## src/rtl/bist_mux_pkg.sv

```systemverilog
// Shared state encoding and sizing helpers for the BIST memory port multiplexer.
package bist_mux_pkg;

    typedef enum logic [1:0] {NORMAL, DRAIN, TEST, RESTORE} bist_mux_state_e;

    localparam int NUM_MEM_DEF = 4;

    function automatic int sel_width(input int n);
        return (n > 1) ? $clog2(n) : 1;
    endfunction

    localparam int SEL_W = sel_width(NUM_MEM_DEF);

    function automatic int cnt_width(input int drain, input int timeout);
        int m;
        m = (drain > timeout) ? drain : timeout;
        return $clog2(m + 1);
    endfunction

endpackage

```

## src/rtl/bist_mem_mux_ctrl_if.sv

```systemverilog
// Functional, BIST and memory-side signal bundle of the BIST memory port multiplexer.
interface bist_mem_mux_ctrl_if #(
    parameter int NUM_MEM    = 4,
    parameter int ADDR_WIDTH = 8,
    parameter int DATA_WIDTH = 8
);
    import bist_mux_pkg::*;

    localparam int SW = sel_width(NUM_MEM);

    logic                  NbarT;
    logic [NUM_MEM-1:0]    normal_ce;
    logic [NUM_MEM-1:0]    normal_we;
    logic [ADDR_WIDTH-1:0] normal_addr [NUM_MEM];
    logic [DATA_WIDTH-1:0] normal_data [NUM_MEM];
    logic                  bist_ce;
    logic                  bist_we;
    logic [ADDR_WIDTH-1:0] bist_addr;
    logic [DATA_WIDTH-1:0] bist_data;
    logic [SW-1:0]         bist_sel;
    logic [NUM_MEM-1:0]    mem_ce;
    logic [NUM_MEM-1:0]    mem_we;
    logic [ADDR_WIDTH-1:0] mem_addr [NUM_MEM];
    logic [DATA_WIDTH-1:0] mem_data [NUM_MEM];
    logic                  test_active;
    logic                  switch_busy;
    logic                  timeout_err;

    modport master (
        output NbarT, normal_ce, normal_we, normal_addr, normal_data,
               bist_ce, bist_we, bist_addr, bist_data, bist_sel,
        input  mem_ce, mem_we, mem_addr, mem_data,
               test_active, switch_busy, timeout_err
    );

    modport slave (
        input  NbarT, normal_ce, normal_we, normal_addr, normal_data,
               bist_ce, bist_we, bist_addr, bist_data, bist_sel,
        output mem_ce, mem_we, mem_addr, mem_data,
               test_active, switch_busy, timeout_err
    );

endinterface

```

## src/rtl/bist_mux_quiesce_cnt.sv

```systemverilog
// Saturating up-counter with clear and enable; tc flags the enabled cycle that
// completes TERM counted cycles.
module bist_mux_quiesce_cnt #(
    parameter int CNT_W = 2,
    parameter int TERM  = 2
) (
    input  logic clk,
    input  logic rst_n,
    input  logic clr,
    input  logic en,
    output logic tc
);
    localparam logic [CNT_W-1:0] LAST = CNT_W'(TERM - 1);
    localparam logic [CNT_W-1:0] SAT  = CNT_W'(TERM);

    logic [CNT_W-1:0] cnt;

    always_ff @(posedge clk or negedge rst_n) begin
        if (!rst_n) begin
            cnt <= '0;
        end else if (clr) begin
            cnt <= '0;
        end else if (en && (cnt != SAT)) begin
            cnt <= cnt + CNT_W'(1);
        end
    end

    assign tc = en && (cnt >= LAST);

endmodule

```

## src/rtl/bist_mem_mux_ctrl.sv

```systemverilog
// Normal/BIST port multiplexer for NUM_MEM memories with a drain/restore safe-switch FSM.
// Define BIST_MUX_TIMEOUT_EN to force TEST entry after TIMEOUT drain cycles (sticky timeout_err).
//
//  state   | meaning
//  NORMAL  | functional ports drive the memories
//  DRAIN   | functional traffic still passes; waiting for DRAIN_CYCLES idle cycles
//  TEST    | BIST port drives memory bist_sel, all others quiet
//  RESTORE | all memories quiet for DRAIN_CYCLES cycles before NORMAL
module bist_mem_mux_ctrl
    import bist_mux_pkg::*;
#(
    parameter int NUM_MEM      = 4,
    parameter int ADDR_WIDTH   = 8,
    parameter int DATA_WIDTH   = 8,
    parameter int DRAIN_CYCLES = 2,
    parameter int TIMEOUT      = 16
) (
    input  logic               clk,
    input  logic               rst_n,
    bist_mem_mux_ctrl_if.slave bus
);
    localparam int CNT_W  = cnt_width(DRAIN_CYCLES, TIMEOUT);
    localparam int SEL_WL = sel_width(NUM_MEM);

    bist_mux_state_e       state, state_nxt;
    logic                  any_ce, cnt_en, idle_tc, to_tc, timeout_err_q;
    logic [NUM_MEM-1:0]    ce_d, we_d;
    logic [ADDR_WIDTH-1:0] addr_d [NUM_MEM];
    logic [DATA_WIDTH-1:0] data_d [NUM_MEM];

    assign any_ce = |bus.normal_ce;

    // One counter serves both the idle run in DRAIN and the quiet gap in RESTORE.
    assign cnt_en = ((state == DRAIN) && bus.NbarT && !any_ce) || (state == RESTORE);

    bist_mux_quiesce_cnt #(.CNT_W(CNT_W), .TERM(DRAIN_CYCLES)) u_quiesce_cnt (
        .clk  (clk),
        .rst_n(rst_n),
        .clr  (!cnt_en),
        .en   (cnt_en),
        .tc   (idle_tc)
    );

`ifdef BIST_MUX_TIMEOUT_EN
    logic to_en;
    assign to_en = (state == DRAIN) && bus.NbarT;

    bist_mux_quiesce_cnt #(.CNT_W(CNT_W), .TERM(TIMEOUT)) u_timeout_cnt (
        .clk  (clk),
        .rst_n(rst_n),
        .clr  (!to_en),
        .en   (to_en),
        .tc   (to_tc)
    );

    always_ff @(posedge clk or negedge rst_n) begin
        if (!rst_n) begin
            timeout_err_q <= 1'b0;
        end else if (to_tc && !idle_tc) begin
            timeout_err_q <= 1'b1;
        end
    end
`else
    assign to_tc         = 1'b0;
    assign timeout_err_q = 1'b0;
`endif

    always_ff @(posedge clk or negedge rst_n) begin
        if (!rst_n) begin
            state <= NORMAL;
        end else begin
            state <= state_nxt;
        end
    end

    always_comb begin
        state_nxt = state;
        case (state)
            NORMAL:  if (bus.NbarT) state_nxt = DRAIN;
            DRAIN: begin
                if (!bus.NbarT) begin
                    state_nxt = NORMAL;
                end else if (idle_tc || to_tc) begin
                    state_nxt = TEST;
                end
            end
            TEST:    if (!bus.NbarT) state_nxt = RESTORE;
            RESTORE: if (idle_tc) state_nxt = NORMAL;
            default: state_nxt = NORMAL;
        endcase
    end

    always_comb begin
        ce_d   = '0;
        we_d   = '0;
        addr_d = '{default: '0};
        data_d = '{default: '0};
        case (state)
            NORMAL, DRAIN: begin
                ce_d   = bus.normal_ce;
                we_d   = bus.normal_we;
                addr_d = bus.normal_addr;
                data_d = bus.normal_data;
            end
            TEST: begin
                for (int i = 0; i < NUM_MEM; i++) begin
                    if (bus.bist_sel == SEL_WL'(i)) begin
                        ce_d[i]   = bus.bist_ce;
                        we_d[i]   = bus.bist_we;
                        addr_d[i] = bus.bist_addr;
                        data_d[i] = bus.bist_data;
                    end
                end
            end
            default: ;
        endcase
    end

    always_ff @(posedge clk or negedge rst_n) begin
        if (!rst_n) begin
            bus.mem_ce   <= '0;
            bus.mem_we   <= '0;
            bus.mem_addr <= '{default: '0};
            bus.mem_data <= '{default: '0};
        end else begin
            bus.mem_ce   <= ce_d;
            bus.mem_we   <= we_d;
            bus.mem_addr <= addr_d;
            bus.mem_data <= data_d;
        end
    end

    assign bus.test_active = (state == TEST);
    assign bus.switch_busy = (state == DRAIN) || (state == RESTORE);
    assign bus.timeout_err = timeout_err_q;

endmodule

```

## src/flat_wrapper.sv

```systemverilog
// flat-port wrapper written by rule: the top's interface ports become plain ports
module bist_mem_mux_ctrl_flat import bist_mux_pkg::*;
#(
    parameter int NUM_MEM      = 4,
    parameter int ADDR_WIDTH   = 8,
    parameter int DATA_WIDTH   = 8,
    parameter int DRAIN_CYCLES = 2,
    parameter int TIMEOUT      = 16
)
  (clk, rst_n, bus_NbarT, bus_normal_ce, bus_normal_we, bus_normal_addr, bus_normal_data, bus_bist_ce, bus_bist_we, bus_bist_addr, bus_bist_data, bus_bist_sel, bus_mem_ce, bus_mem_we, bus_mem_addr, bus_mem_data, bus_test_active, bus_switch_busy, bus_timeout_err);
  bist_mem_mux_ctrl_if #(.NUM_MEM(NUM_MEM), .ADDR_WIDTH(ADDR_WIDTH), .DATA_WIDTH(DATA_WIDTH)) bus_i ();
  input  logic clk;
  input  logic rst_n;
  input wire logic [$bits(bus_i.NbarT)-1:0] bus_NbarT;
  input wire logic [$bits(bus_i.normal_ce)-1:0] bus_normal_ce;
  input wire logic [$bits(bus_i.normal_we)-1:0] bus_normal_we;
  input wire logic [$bits(bus_i.normal_addr)-1:0] bus_normal_addr;
  input wire logic [$bits(bus_i.normal_data)-1:0] bus_normal_data;
  input wire logic [$bits(bus_i.bist_ce)-1:0] bus_bist_ce;
  input wire logic [$bits(bus_i.bist_we)-1:0] bus_bist_we;
  input wire logic [$bits(bus_i.bist_addr)-1:0] bus_bist_addr;
  input wire logic [$bits(bus_i.bist_data)-1:0] bus_bist_data;
  input wire logic [$bits(bus_i.bist_sel)-1:0] bus_bist_sel;
  output wire logic [$bits(bus_i.mem_ce)-1:0] bus_mem_ce;
  output wire logic [$bits(bus_i.mem_we)-1:0] bus_mem_we;
  output wire logic [$bits(bus_i.mem_addr)-1:0] bus_mem_addr;
  output wire logic [$bits(bus_i.mem_data)-1:0] bus_mem_data;
  output wire logic [$bits(bus_i.test_active)-1:0] bus_test_active;
  output wire logic [$bits(bus_i.switch_busy)-1:0] bus_switch_busy;
  output wire logic [$bits(bus_i.timeout_err)-1:0] bus_timeout_err;
  assign bus_i.NbarT = bus_NbarT;
  assign bus_i.normal_ce = bus_normal_ce;
  assign bus_i.normal_we = bus_normal_we;
  assign bus_i.normal_addr = {>>{bus_normal_addr}};
  assign bus_i.normal_data = {>>{bus_normal_data}};
  assign bus_i.bist_ce = bus_bist_ce;
  assign bus_i.bist_we = bus_bist_we;
  assign bus_i.bist_addr = bus_bist_addr;
  assign bus_i.bist_data = bus_bist_data;
  assign bus_i.bist_sel = bus_bist_sel;
  assign bus_mem_ce = bus_i.mem_ce;
  assign bus_mem_we = bus_i.mem_we;
  assign bus_mem_addr = {>>{bus_i.mem_addr}};
  assign bus_mem_data = {>>{bus_i.mem_data}};
  assign bus_test_active = bus_i.test_active;
  assign bus_switch_busy = bus_i.switch_busy;
  assign bus_timeout_err = bus_i.timeout_err;
  bist_mem_mux_ctrl #(.NUM_MEM(NUM_MEM), .ADDR_WIDTH(ADDR_WIDTH), .DATA_WIDTH(DATA_WIDTH), .DRAIN_CYCLES(DRAIN_CYCLES), .TIMEOUT(TIMEOUT)) u_core (.clk(clk), .rst_n(rst_n), .bus(bus_i));
endmodule
```

## config.mk

```make
export PLATFORM = sky130hd
export DESIGN_NAME = bist_mem_mux_ctrl_flat
export DESIGN_NICKNAME = d
export VERILOG_FILES = /design/src/rtl/bist_mux_pkg.sv /design/src/rtl/bist_mem_mux_ctrl_if.sv /design/src/rtl/bist_mux_quiesce_cnt.sv /design/src/rtl/bist_mem_mux_ctrl.sv /design/src/flat_wrapper.sv
export SDC_FILE = /design/constraint.sdc
export NUM_CORES = 1
export LEC_CHECK = 0
export CAP_MARGIN = 20
export CORE_MARGIN = 3
export CORE_UTILIZATION = 35
export DETAILED_ROUTE_END_ITERATION = 8
export PLACE_DENSITY = 0.76
export SYNTH_ARGS = -nofsm -noshare
export SYNTH_HDL_FRONTEND = slang
export SYNTH_SLANG_ARGS = --single-unit
```

## constraint.sdc

```tcl
create_clock -name clk -period 1.8 [get_ports clk]
set_clock_uncertainty 0.2 [all_clocks]
set_input_delay 0.27 -clock clk [delete_from_list [all_inputs] [get_ports clk]]
set_output_delay 0.27 -clock clk [all_outputs]
set_load 0.01 [all_outputs]
```

==> flow_summary_export.csv, run 1 <==
group,metric,value,unit
status,status,"complete, no violations",
critical_path,r2r-end,"u_core.u_quiesce_cnt.cnt[1]$_DFFE_PN0P_",
synth,synth_enable_flop_cells,0,
critical_path,path_delay_family,"buffers and inverters",
critical_path,crit_type,"reg2out",
pwr,p_leak,2.26,nW
floorplan,io_pins,170,
floorplan,coreArea,0.00885,sq mm
detailed_routing,vias,2793,
critical_path,ff2ff_setup_slack,80,ps
synth,ys_ff_latch,79,
finish,synthToLayoutAreaGrowth,64.8,%
synth,syn-cell-area,0.00322,sq mm
global_routing,grt_pass1_vias,2918,
finish,utilization,60.0,%
finish,drive_gt1_share,8.48,%
critical_path,crit_chain,"clkdlybuf4s50_1",
sta,setup-tns-final,0,ps
synth,syn-num-nets,380,
pwr,vdd.ir_drop.worst,0.000500,V
clock_tree,clock_latency,340,ps
sta,fmax,578,MHz
finish,nets,554,
placement,portBuffers,168,
finish,n_antenna_cell,0,
detailed_routing,first_iter_violations,102,
flow_run,drv_cap,0,
floorplan,die_w,102,um
finish,nFillCells,753,
synth,postSynthCellCount,282,
pwr,clock_power_share,25.6,%
pwr,intPower,0.00395,W
critical_path,crit_path_max_incr_delay,550,ps
floorplan,initial_core_util,36.4,%
critical_path,required,1330,ps
detailed_routing,finalWirelength,10.1,mm
clock_tree,numClockSinks,79,
synth,syn_area_per_cell,11.4,sq um
pwr,p_sw_share,29.0,%
clock_tree,cts_max_path_buffers,2,
placement,place_congestion,0.780,
detailed_routing,drt.antenna.violating_nets,0,
floorplan,dieArea,0.0104,sq mm
finish,final_cells,568,
synth,synthAdderAreaFrac,1.17,%
global_routing,grt-ovfl-total,0,
detailed_routing,route.detailed.drc,0,
placement,dp.cells,552,
critical_path,critPathBufInv,1,
clock_tree,cts_tree,"built",
synth,yosysTopAreaCellShare,61.4,%
critical_path,r2r_start,"u_core.state[0]$_DFFE_PN0P_",
clock_tree,htree_levels,3,
sta,finalCritPeriodShare,96.2,%
sta,slew_violations,0,
synth,synthArstFlopShare,100,%
critical_path,start_kind,"flop",
pwr,p_sw,0.00161,W
critical_path,critPathArrivalTime,1260,ps
clock_tree,cts_buffers,9,
floorplan,row_count,34,
detailed_routing,drtPass1Iterations,4,
sta,setup_violations,0,
synth,synth_compound_area_share,17.9,%
synth,synth-seq-area-share,61.4,%
synth,ys_warn_count,0,
global_routing,track_usage,19.7,%
clock_tree,post_cts_buffers,0,
global_routing,grt_pass1_wl,15.4,mm
critical_path,slowest_stage,"clkdlybuf4s50_1",
global_routing,grt_max_degree,50,
sta,hold_viol,0,
critical_path,r2r_cells,4,
pwr,pwr-share-comb,34.4,%
global_routing,antenna_found_initial,0,
sta,rsz0062_at_grt,"false",
synth,synthTopCellsByArea,"dfrtp_1 61%, a22o_1 11%, nand3_1 5.0%",
sta,layout_min_cycle_time,1730,ps
pwr,p_per_area,1050,mW/mm^2
synth,ys_types,30,
detailed_routing,wl_per_cell,17.8,um
synth,synth_top_family_by_area,"compound AO/OA/AOI/OAI gates",
floorplan,die_y,102,um
pwr,p_seq_share,40.1,%
clock_tree,clk_pin_slew_worst_paths,80,ps
clock_tree,cts_root_buffer,"clkbuf_8",
synth,synthXorXnorAreaFrac,0.816,%
critical_path,end_kind,"output pin",
synth,ys.flop_type,"dfrtp_1",
synth,synthSimpleGateAreaFrac,11.5,%
worst_hold_path,hold_class,"in2async",
placement,dp_hpwl,7.51,mm
synth,synth_largest_area_cell,"dfrtp_1",
synth,synth_mux_area_share,0.311,%
detailed_routing,drt-vias-per-instance,4.92,
critical_path,crit_fanout,1,
-- sequential cells by signal, indices dropped and copies added, names as in the netlist, named ones only --
register / flops
u_core.state: 1
u_core.u_quiesce_cnt.cnt: 5
u_core.bus.mem_addr: 32
u_core.bus.mem_ce: 4
u_core.bus.mem_data: 32
u_core.bus.mem_we: 4
-- repair_timing --
item                                    CTS  global route
endpoints found under the setup margin    2            34
hold buffers                              1             0
hold endpoints to repair                 31             0
pin swaps                                 0             1
gates resized for setup                   3             5
-- logic make-up (layout without fill, tap and decap cells) --
family | count (synthesis) | after routing
compound gates | 78 | 78
mux | 1 | 1
other cells | 1 | 1
fa+ha+maj | 3 | 3
flops | 79 | 79
simple gates | 63 | 63
xor+xnor | 3 | 3
buf+inv | 54 | 232
-- worst max path at each step --
| stage | cells past startpoint | slack, ps | start | endpoint |
|---|---|---|---|---|
| detailed placement | 4 | -150 | bus_normal_ce[2] | u_core.u_quiesce_cnt.cnt[1]$_DFFE_PN0P_ |
| CTS | 4 | 20 | u_core.u_quiesce_cnt.cnt[0]$_DFFE_PN0P_ | u_core.u_quiesce_cnt.cnt[1]$_DFFE_PN0P_ |
| global placement | 4 | -90 | bus_normal_ce[2] | u_core.u_quiesce_cnt.cnt[1]$_DFFE_PN0P_ |
| global route | 1 | 20 | u_core.bus.mem_data[27]$_DFF_PN0_ | bus_mem_data[27] |
| finish | 1 | 70 | u_core.bus.mem_data[27]$_DFF_PN0_ | bus_mem_data[27] |
| floorplan | 5 | 30 | u_core.u_quiesce_cnt.cnt[0]$_DFFE_PN0P_ | u_core.u_quiesce_cnt.cnt[0]$_DFFE_PN0P_ |
-- power by group through the flow --
stage               Combinational [W]  Clock (W)  Sequential, W
floorplan                    0.000582          0        0.00244
global placement              0.00189          0        0.00225
detailed placement            0.00193          0        0.00227
CTS                           0.00193    0.00144        0.00224
global route                  0.00206    0.00154        0.00226
finish                        0.00191    0.00142        0.00223
-- stage by stage --
stage	total power, W	hold WS, ps	setup slack, ps	instance area [sq um]
3_3_place_gp	0.00414	32.8	-94.9	5080
3_5_place_dp	0.00419	52.2	-151	5080
2_1_floorplan	0.00302	-226	29.3	3220
5_1_grt	0.00586	234	18.4	5310
4_1_cts	0.00561	220	19.2	5300
6_report	0.00557	209	68.8	5310
-- synth_stat cells (2+ instances only) --
master and n:
nand3_1 32, inv_1 32, ha_1 3, nor2_1 5
nor3_1 2, nor2b_1 12, buf_4 3, nand2b_1 2
clkbuf_1 17, and2_1 4, dfrtp_1 79, xor2_1 2
a22o_1 42, o21ai_0 31
-- metal layers --
metal / part of all wire, % / GRT usage [%] / vias to the layer above / wire length, um
met3: 8.3 / 5.12 / 12 / 839
met4: 1.8 / 6.36 / 0 / 185
met1: 38 / 23.5 / 1347 / 3830
met2: 52 / 34.7 / 123 / 5250
met5: 0 / 0 / - / 0
li1: - / - / 1311 / -
-- cell usage in the layout (no fill, tap or decap), types with 2 or more instances in the layout --
master,instances
a22o_1,42
and2_1,4
buf_12,2
buf_4,11
buf_6,3
bufinv_16,2
clkbuf_8,9
clkdlybuf4s50_1,165
clkinvlp_4,2
dfrtp_1,78
ha_1,3
inv_1,32
nand2b_1,2
nand3_1,32
nor2_1,5
nor2b_1,12
nor3_1,2
o21ai_0,31
or4b_4,2
xor2_1,2
-- area by class of cell --
type | instances | area, sq um | share of cell area [%]
clock buffers | 10 | 128 | 2.40
clock inverters | 5 | 83.8 | 1.58
inverters | 33 | 124 | 2.33
multi-input cells | 149 | 1030 | 19.4
flip-flops and latches | 79 | 1980 | 37.3
well taps | 108 | 135 | 2.54
repair buffers | 184 | 1830 | 34.5
No activity file was read; power rests on OpenSTA's default activity.
==> run 2: changes to the inputs <==
PLACE_DENSITY = default   (was 0.76)
PLACE_DENSITY_LB_ADDON = 0.05   (was default)
==> run 2 against run 1 <==
  * Routed wire length is 5.0% lower
  * Core utilization rose by 0.071 points
  * Critical path depth unchanged
  * Maximum frequency shrank 0.35%
  * Cell count rose by 0.35%
  * First-iteration DRC count decreased by 40%
  * Worst setup slack worse by 6.1 ps
  * Total power is 0.24% lower
  * Sequential share of layout area is essentially flat
  * Non-clock buffer count up 1
  * Sequential power barely moved
==> flow_summary_export.csv, run 2 (synthesis results as in run 1) <==
group,metric,value,unit
detailed_routing,drt.antenna.violating_nets,0,
pwr,pwr-share-comb,33.9,%
sta,fmax,576,MHz
finish,final_common_cell,"clkdlybuf4s50_1",
sta,finalCritPeriodShare,96.5,%
finish,top_regs,"u_core.bus.mem_addr x32, u_core.bus.mem_data x32, u_core.u_quiesce_cnt.cnt x5",
status,status,"complete, no violations",
pwr,vdd.ir_drop.worst,0.000558,V
critical_path,crit_chain,"clkdlybuf4s50_1",
critical_path,end_kind,"output pin",
critical_path,r2r-end,"u_core.u_quiesce_cnt.cnt[1]$_DFFE_PN0P_",
finish,mostFrequentLayoutCells,"165 x clkdlybuf4s50_1, 78 x dfrtp_1, 42 x a22o_1",
clock_tree,numClockSinks,79,
floorplan,dieArea,0.0104,sq mm
finish,final_cells,570,
critical_path,r2r_start,"u_core.state[0]$_DFFE_PN0P_",
floorplan,initial_core_util,36.4,%
placement,portBuffers,168,
global_routing,antenna_found_initial,0,
critical_path,start_kind,"flop",
finish,drive_gt1_share,9.31,%
placement,dp_hpwl,7.03,mm
pwr,p_leak,2.28,nW
sta,layout_min_cycle_time,1740,ps
clock_tree,cts_tree,"built",
finish,synthToLayoutAreaGrowth,65.0,%
finish,nFillCells,751,
placement,dp.cells,553,
global_routing,track_usage,18.9,%
finish,n_antenna_cell,0,
pwr,p_sw,0.00160,W
critical_path,crit_path_max_incr_delay,550,ps
clock_tree,clk_pin_slew_worst_paths,80,ps
floorplan,coreArea,0.00885,sq mm
critical_path,path_delay_family,"buffers and inverters",
critical_path,required,1330,ps
floorplan,io_pins,170,
detailed_routing,wl_per_cell,16.8,um
clock_tree,cts_max_path_buffers,2,
floorplan,die_y,102,um
critical_path,ff2ff_setup_slack,140,ps
pwr,clock_power_share,26.1,%
clock_tree,post_cts_buffers,0,
finish,stdcell_area,0.00532,sq mm
critical_path,crit_fanout,1,
floorplan,row_count,34,
clock_tree,cts_root_buffer,"clkbuf_8",
pwr,p_per_area,1050,mW/mm^2
detailed_routing,first_iter_violations,61,
detailed_routing,route.detailed.drc,0,
finish,nets,555,
critical_path,crit_type,"reg2out",
clock_tree,cts_buffers,9,
pwr,power,0.00556,W
critical_path,slowest_stage,"clkdlybuf4s50_1",
placement,dp_slack,-102,ps
global_routing,grt-ovfl-total,0,
placement,place_congestion,0.817,
pwr,intPower,0.00396,W
worst_hold_path,hold_class,"in2async",
clock_tree,htree_levels,3,
critical_path,r2r_cells,4,
pwr,p_sw_share,28.8,%
sta,setup_violations,0,
detailed_routing,finalWirelength,9.60,mm
sta,hold_viol,0,
placement,place_area,0.00509,sq mm
critical_path,critPathArrivalTime,1270,ps
global_routing,grt_max_degree,41,
sta,timing.final.ws_setup,62.7,ps
sta,slew_violations,0,
detailed_routing,drtPass1Iterations,4,
finish,utilization,60.1,%
clock_tree,clock_latency,350,ps
critical_path,critPathBufInv,1,
flow_run,drv_cap,0,
detailed_routing,drt-vias-per-instance,4.74,
floorplan,die_w,102,um
pwr,p_seq_share,40.0,%
detailed_routing,vias,2704,
sta,rsz0062_at_grt,"false",
global_routing,grt_pass1_vias,2777,
global_routing,grt_pass1_wl,14.9,mm
[run 2: cell types whose count changed in the layout (fill, tap and decap cells not counted), sizes merged]
cell      delta
buf          +1
clkinvlp     -1
inv          +1
clkinv       +2
clkbuf       -1
[run 2: worst max-delay path by stage]
stage | start | cells after the start | slack (ps) | endpoint
global route | u_core.bus.mem_data[11]$_DFF_PN0_ | 1 | 20 | bus_mem_data[11]
detailed placement | bus_normal_ce[2] | 4 | -100 | u_core.u_quiesce_cnt.cnt[1]$_DFFE_PN0P_
floorplan | u_core.u_quiesce_cnt.cnt[0]$_DFFE_PN0P_ | 5 | 30 | u_core.u_quiesce_cnt.cnt[0]$_DFFE_PN0P_
CTS | flop | 2 | 20 | bus_test_active
global placement | bus_normal_ce[2] | 4 | -90 | u_core.u_quiesce_cnt.cnt[1]$_DFFE_PN0P_
finish | u_core.bus.mem_data[11]$_DFF_PN0_ | 1 | 60 | bus_mem_data[11]
[run 2: area by class of cell]
type	instances	area, sq um	area share (%)
clock buffer	9	124	2.33
clock inverter	7	95.1	1.79
inverter	33	124	2.33
multi-input combinational	149	1030	19.4
sequential	79	1980	37.2
tap	108	135	2.54
timing repair buffer	185	1830	34.4
[run 2: timing repair]
action                                  in CTS  in global routing
endpoints found under the setup margin       2                  4
hold buffers                                 1                  0
gates cloned                                 0                  0
pin swaps                                    0                  0
resized for setup                            2                  4
hold endpoints to repair                    32                  0
[run 2: through the flow]
| stage | hold slack [ps] | setup TNS [ps] |
|---|---|---|
| after floorplan | -226 | 0 |
| after global placement | 61.6 | -361 |
| after detailed placement | 61.5 | -681 |
| after CTS | 224 | 0 |
| after global routing | 240 | 0 |
| final | 219 | 0 |
[run 2: routing by layer]
layer	track usage (%)	up-vias	part of all wire, %
li1	-	1318	-
met2	31.1	103	48
met1	24.7	1273	43
met5	0	-	0
met3	4.23	10	7.6
met4	6.76	0	1.4
[run 2: power groups by stage]
stage	sequential (W)	clock, W	combinational [W]
2_1_floorplan	0.00244	0	0.000582
3_3_place_gp	0.00226	0	0.00189
3_5_place_dp	0.00226	0	0.00191
4_1_cts	0.00223	0.00149	0.00191
5_1_grt	0.00226	0.00157	0.00204
6_report	0.00223	0.00145	0.00188
==> run 3: changes to the inputs <==
CORE_MARGIN = 2   (was 3)
CTS_CLUSTER_DIAMETER = 30   (was default)
SYNTH_HIERARCHICAL = 1   (was default)
==> run 3 against run 2 <==
  * Sequential share of layout area rose by 0.57 points
  * Critical path depth rose by 6
  * Worst setup slack improved by 1.5 ps
  * First-iteration DRC count fell by 3.3%
  * Clock power rose by 8%
  * Core utilization rose by 0.90 points
  * Critical path type is now in2reg
  * Largest cell class unchanged
  * Highest routed layer unchanged
==> flow_summary_export.csv, run 3 <==
group,metric,value,unit
floorplan,row_count,34,
critical_path,crit_fanout,3,
critical_path,crit_chain,"clkdlybuf4s50_1 > nor3_2 > a22o_1 > buf_4 > nand2_1 > a211o_2 > a21oi_1",
critical_path,ff2ff_setup_slack,90,ps
finish,final_common_cell,"clkdlybuf4s50_1",
critical_path,r2r_cells,3,
global_routing,grt_pass1_vias,2749,
finish,mostFrequentLayoutCells,"165 x clkdlybuf4s50_1, 77 x dfrtp_1, 64 x a22o_1",
synth,syn-num-nets,314,
sta,fmax,576,MHz
critical_path,cp-endpoint,"u_core/u_quiesce_cnt/cnt[2]$_DFFE_PN0P_",
synth,syn_area_per_cell,14.2,sq um
detailed_routing,first_iter_violations,59,
critical_path,required,1870,ps
synth,synth_enable_flop_cells,0,
synth,ys.flop_type,"dfrtp_1",
placement,dp_slack,-388,ps
status,status,"complete, no violations",
clock_tree,clk_pin_slew_worst_paths,80,ps
critical_path,critPathBufInv,2,
synth,ys_types,36,
floorplan,coreArea,0.00859,sq mm
sta,setup_violations,0,
detailed_routing,drt-vias-per-instance,4.89,
critical_path,slowest_stage,"clkdlybuf4s50_1",
placement,portBuffers,168,
global_routing,grt_pass1_wl,14.1,mm
clock_tree,clock_latency,340,ps
sta,finalCritPeriodShare,96.4,%
clock_tree,cts_root_buffer,"clkbuf_8",
finish,nFillCells,728,
synth,postSynthCellCount,216,
placement,place_congestion,0.748,
synth,synth_largest_area_cell,"dfrtp_1",
floorplan,io_pins,170,
floorplan,dieArea,0.00952,sq mm
critical_path,path_delay_family,"compound AO/OA/AOI/OAI gates",
worst_hold_path,hold_class,"in2async",
detailed_routing,drtPass1Iterations,4,
global_routing,antenna_found_initial,0,
critical_path,critPathArrivalTime,1810,ps
global_routing,grt_max_degree,62,
synth,yosysMostFrequentCell,"dfrtp_1",
sta,hold_viol,0,
placement,dp.cells,497,
detailed_routing,route.detailed.drc,0,
critical_path,r2r-end,"u_core/bus.mem_data[22]$_DFF_PN0_",
detailed_routing,finalWirelength,8.95,mm
synth,synthTopCellsByArea,"dfrtp_1 65%, a22o_1 18%, o2bb2ai_1 2.6%",
synth,synth-seq-area-share,64.5,%
clock_tree,cts_tree,"built",
detailed_routing,wl_per_cell,17.4,um
synth,syn-cell-area,0.00306,sq mm
pwr,p_leak,2.19,nW
floorplan,die_w,97.6,um
placement,dp_hpwl,6.54,mm
synth,ys_ff_latch,79,
finish,n_antenna_cell,0,
clock_tree,numClockSinks,79,
pwr,power,0.00405,W
synth,synth.top_cells.by_count,"79 x dfrtp_1, 64 x a22o_1, 9 x o2bb2ai_1",
critical_path,crit_type,"in2reg",
sta,timing.hold.ws,92.6,ps
synth,synthArstFlopShare,100,%
finish,synthToLayoutAreaGrowth,71.1,%
clock_tree,cts_buffers,9,
floorplan,die_y,97.6,um
flow_run,drv_cap,0,
clock_tree,htree_levels,3,
detailed_routing,drt.antenna.violating_nets,0,
synth,ys_warn_count,6,
sta,layout_min_cycle_time,1740,ps
placement,place_area,0.00497,sq mm
clock_tree,cts_max_path_buffers,2,
global_routing,grt-ovfl-total,0,
finish,drive_gt1_share,12.0,%
pwr,p_per_area,772,mW/mm^2
floorplan,initial_core_util,35.6,%
detailed_routing,vias,2520,
critical_path,path_depth,7,
finish,stdcell_area,0.00524,sq mm
critical_path,start_kind,"input pin",
sta,timing.final.ws_setup,64.3,ps
critical_path,worstSetupStartpoint,"bus_normal_ce[2]",
critical_path,r2r_start,"u_core/state[0]$_DFFE_PN0P_",
finish,final_cells,515,
critical_path,crit_path_max_incr_delay,440,ps
finish,top_regs,"u_core/bus.mem_addr x32, u_core/bus.mem_data x32, u_core/u_quiesce_cnt/cnt x5",
sta,rsz0062_at_grt,"false",
pwr,vdd.ir_drop.worst,0.000426,V
finish,nets,500,
sta,slew_violations,0,
synth,yosysTopAreaCellShare,64.5,%
global_routing,track_usage,19.1,%
critical_path,end_kind,"flop",
[run 3: changes by cell type in the layout (fill, tap and decap cells not counted), sizes merged, moves of 3 or more]
cell / before / now
nand2: 0 / 5
o21ai: 31 / 1
buf: 17 / 24
o2bb2ai: 0 / 9
nor2: 5 / 8
nor2b: 12 / 1
inv: 34 / 3
and2: 4 / 0
nand3: 32 / 1
a22o: 42 / 64
[run 3: layout make-up]
type | count | area (sq um) | area share, %
Inverter | 3 | 11.3 | 0.215
Tap cell | 108 | 135 | 2.58
Clock buffer | 11 | 131 | 2.51
Sequential cell | 79 | 1980 | 37.8
Clock inverter | 5 | 106 | 2.03
Multi-Input combinational cell | 117 | 976 | 18.6
Timing Repair Buffer | 192 | 1900 | 36.3
[run 3: what timing repair did]
item                                    4_1_cts  5_1_grt
endpoints found under the setup margin        3        3
gates resized for setup                       5        2
hold buffers                                  1        0
buffers inserted                              1        0
hold endpoints to repair                     79        0
[run 3: worst min path at each step]
| stage | cells after the start | slack [ps] | endpoint |
|---|---|---|---|
| 5_1_grt | 2 | 80 | u_core/bus.mem_data[15]$_DFF_PN0_ |
| 3_3_place_gp | 1 | -80 | u_core/bus.mem_data[15]$_DFF_PN0_ |
| 3_5_place_dp | 1 | -80 | u_core/bus.mem_data[15]$_DFF_PN0_ |
| 4_1_cts | 2 | 80 | u_core/bus.mem_data[15]$_DFF_PN0_ |
| 6_report | 2 | 90 | u_core/bus.mem_data[15]$_DFF_PN0_ |
| 2_1_floorplan | 0 | -230 | asynchronous set/reset pin |
[run 3: cells by family (layout without fill, tap and decap cells)]
group                      count (synthesis)  in the layout  synth area share, %
buffers and inverters                     20            211                 3.84
DFF                                       79             79                 64.5
muxes                                      2              2                0.735
xor gates and xnor gates                   2              2                0.572
adders and majority gates                  3              3                 1.23
other                                      1              1                0.122
and+or+nand+nor                           28             28                 5.96
AOI/OAI and AO/OA                         81             81                 23.0
[run 3: metrics by stage]
stage / TNS (ps) / utilization [%]
global placement: -2230 / 57.9
CTS: 0 / 60.9
finish: 0 / 61.0
detailed placement: -3130 / 57.9
global route: 0 / 61.0
floorplan: 0 / -
[run 3: power breakdown]
group	leakage (nW)	total, W	switching (W)	internal [W]
Sequential	0.932	0.00188	0.0000235	0.00186
Combinational	1.15	0.000610	0.000201	0.000408
Clock	0.114	0.00156	0.000634	0.000925
[run 3: per-layer routing]
| metal | share of wire [%] | vias up | GRT usage [%] |
|---|---|---|---|
| li1 | - | 1195 | - |
| met1 | 42 | 1206 | 23.0 |
| met2 | 49 | 107 | 31.5 |
| met3 | 7.8 | 12 | 6.62 |
| met4 | 1.8 | 0 | 7.16 |
| met5 | 0 | - | 0 |
[run 3: worst reg2reg max path, delay by kind of cell (launching register included)]
kind / cells / cell delay (ps)
flip-flops: 1 / 440
AND/OR/NAND/NOR: 1 / 620
AO/OA/AOI/OAI: 1 / 220
buffers and inverters: 1 / 170
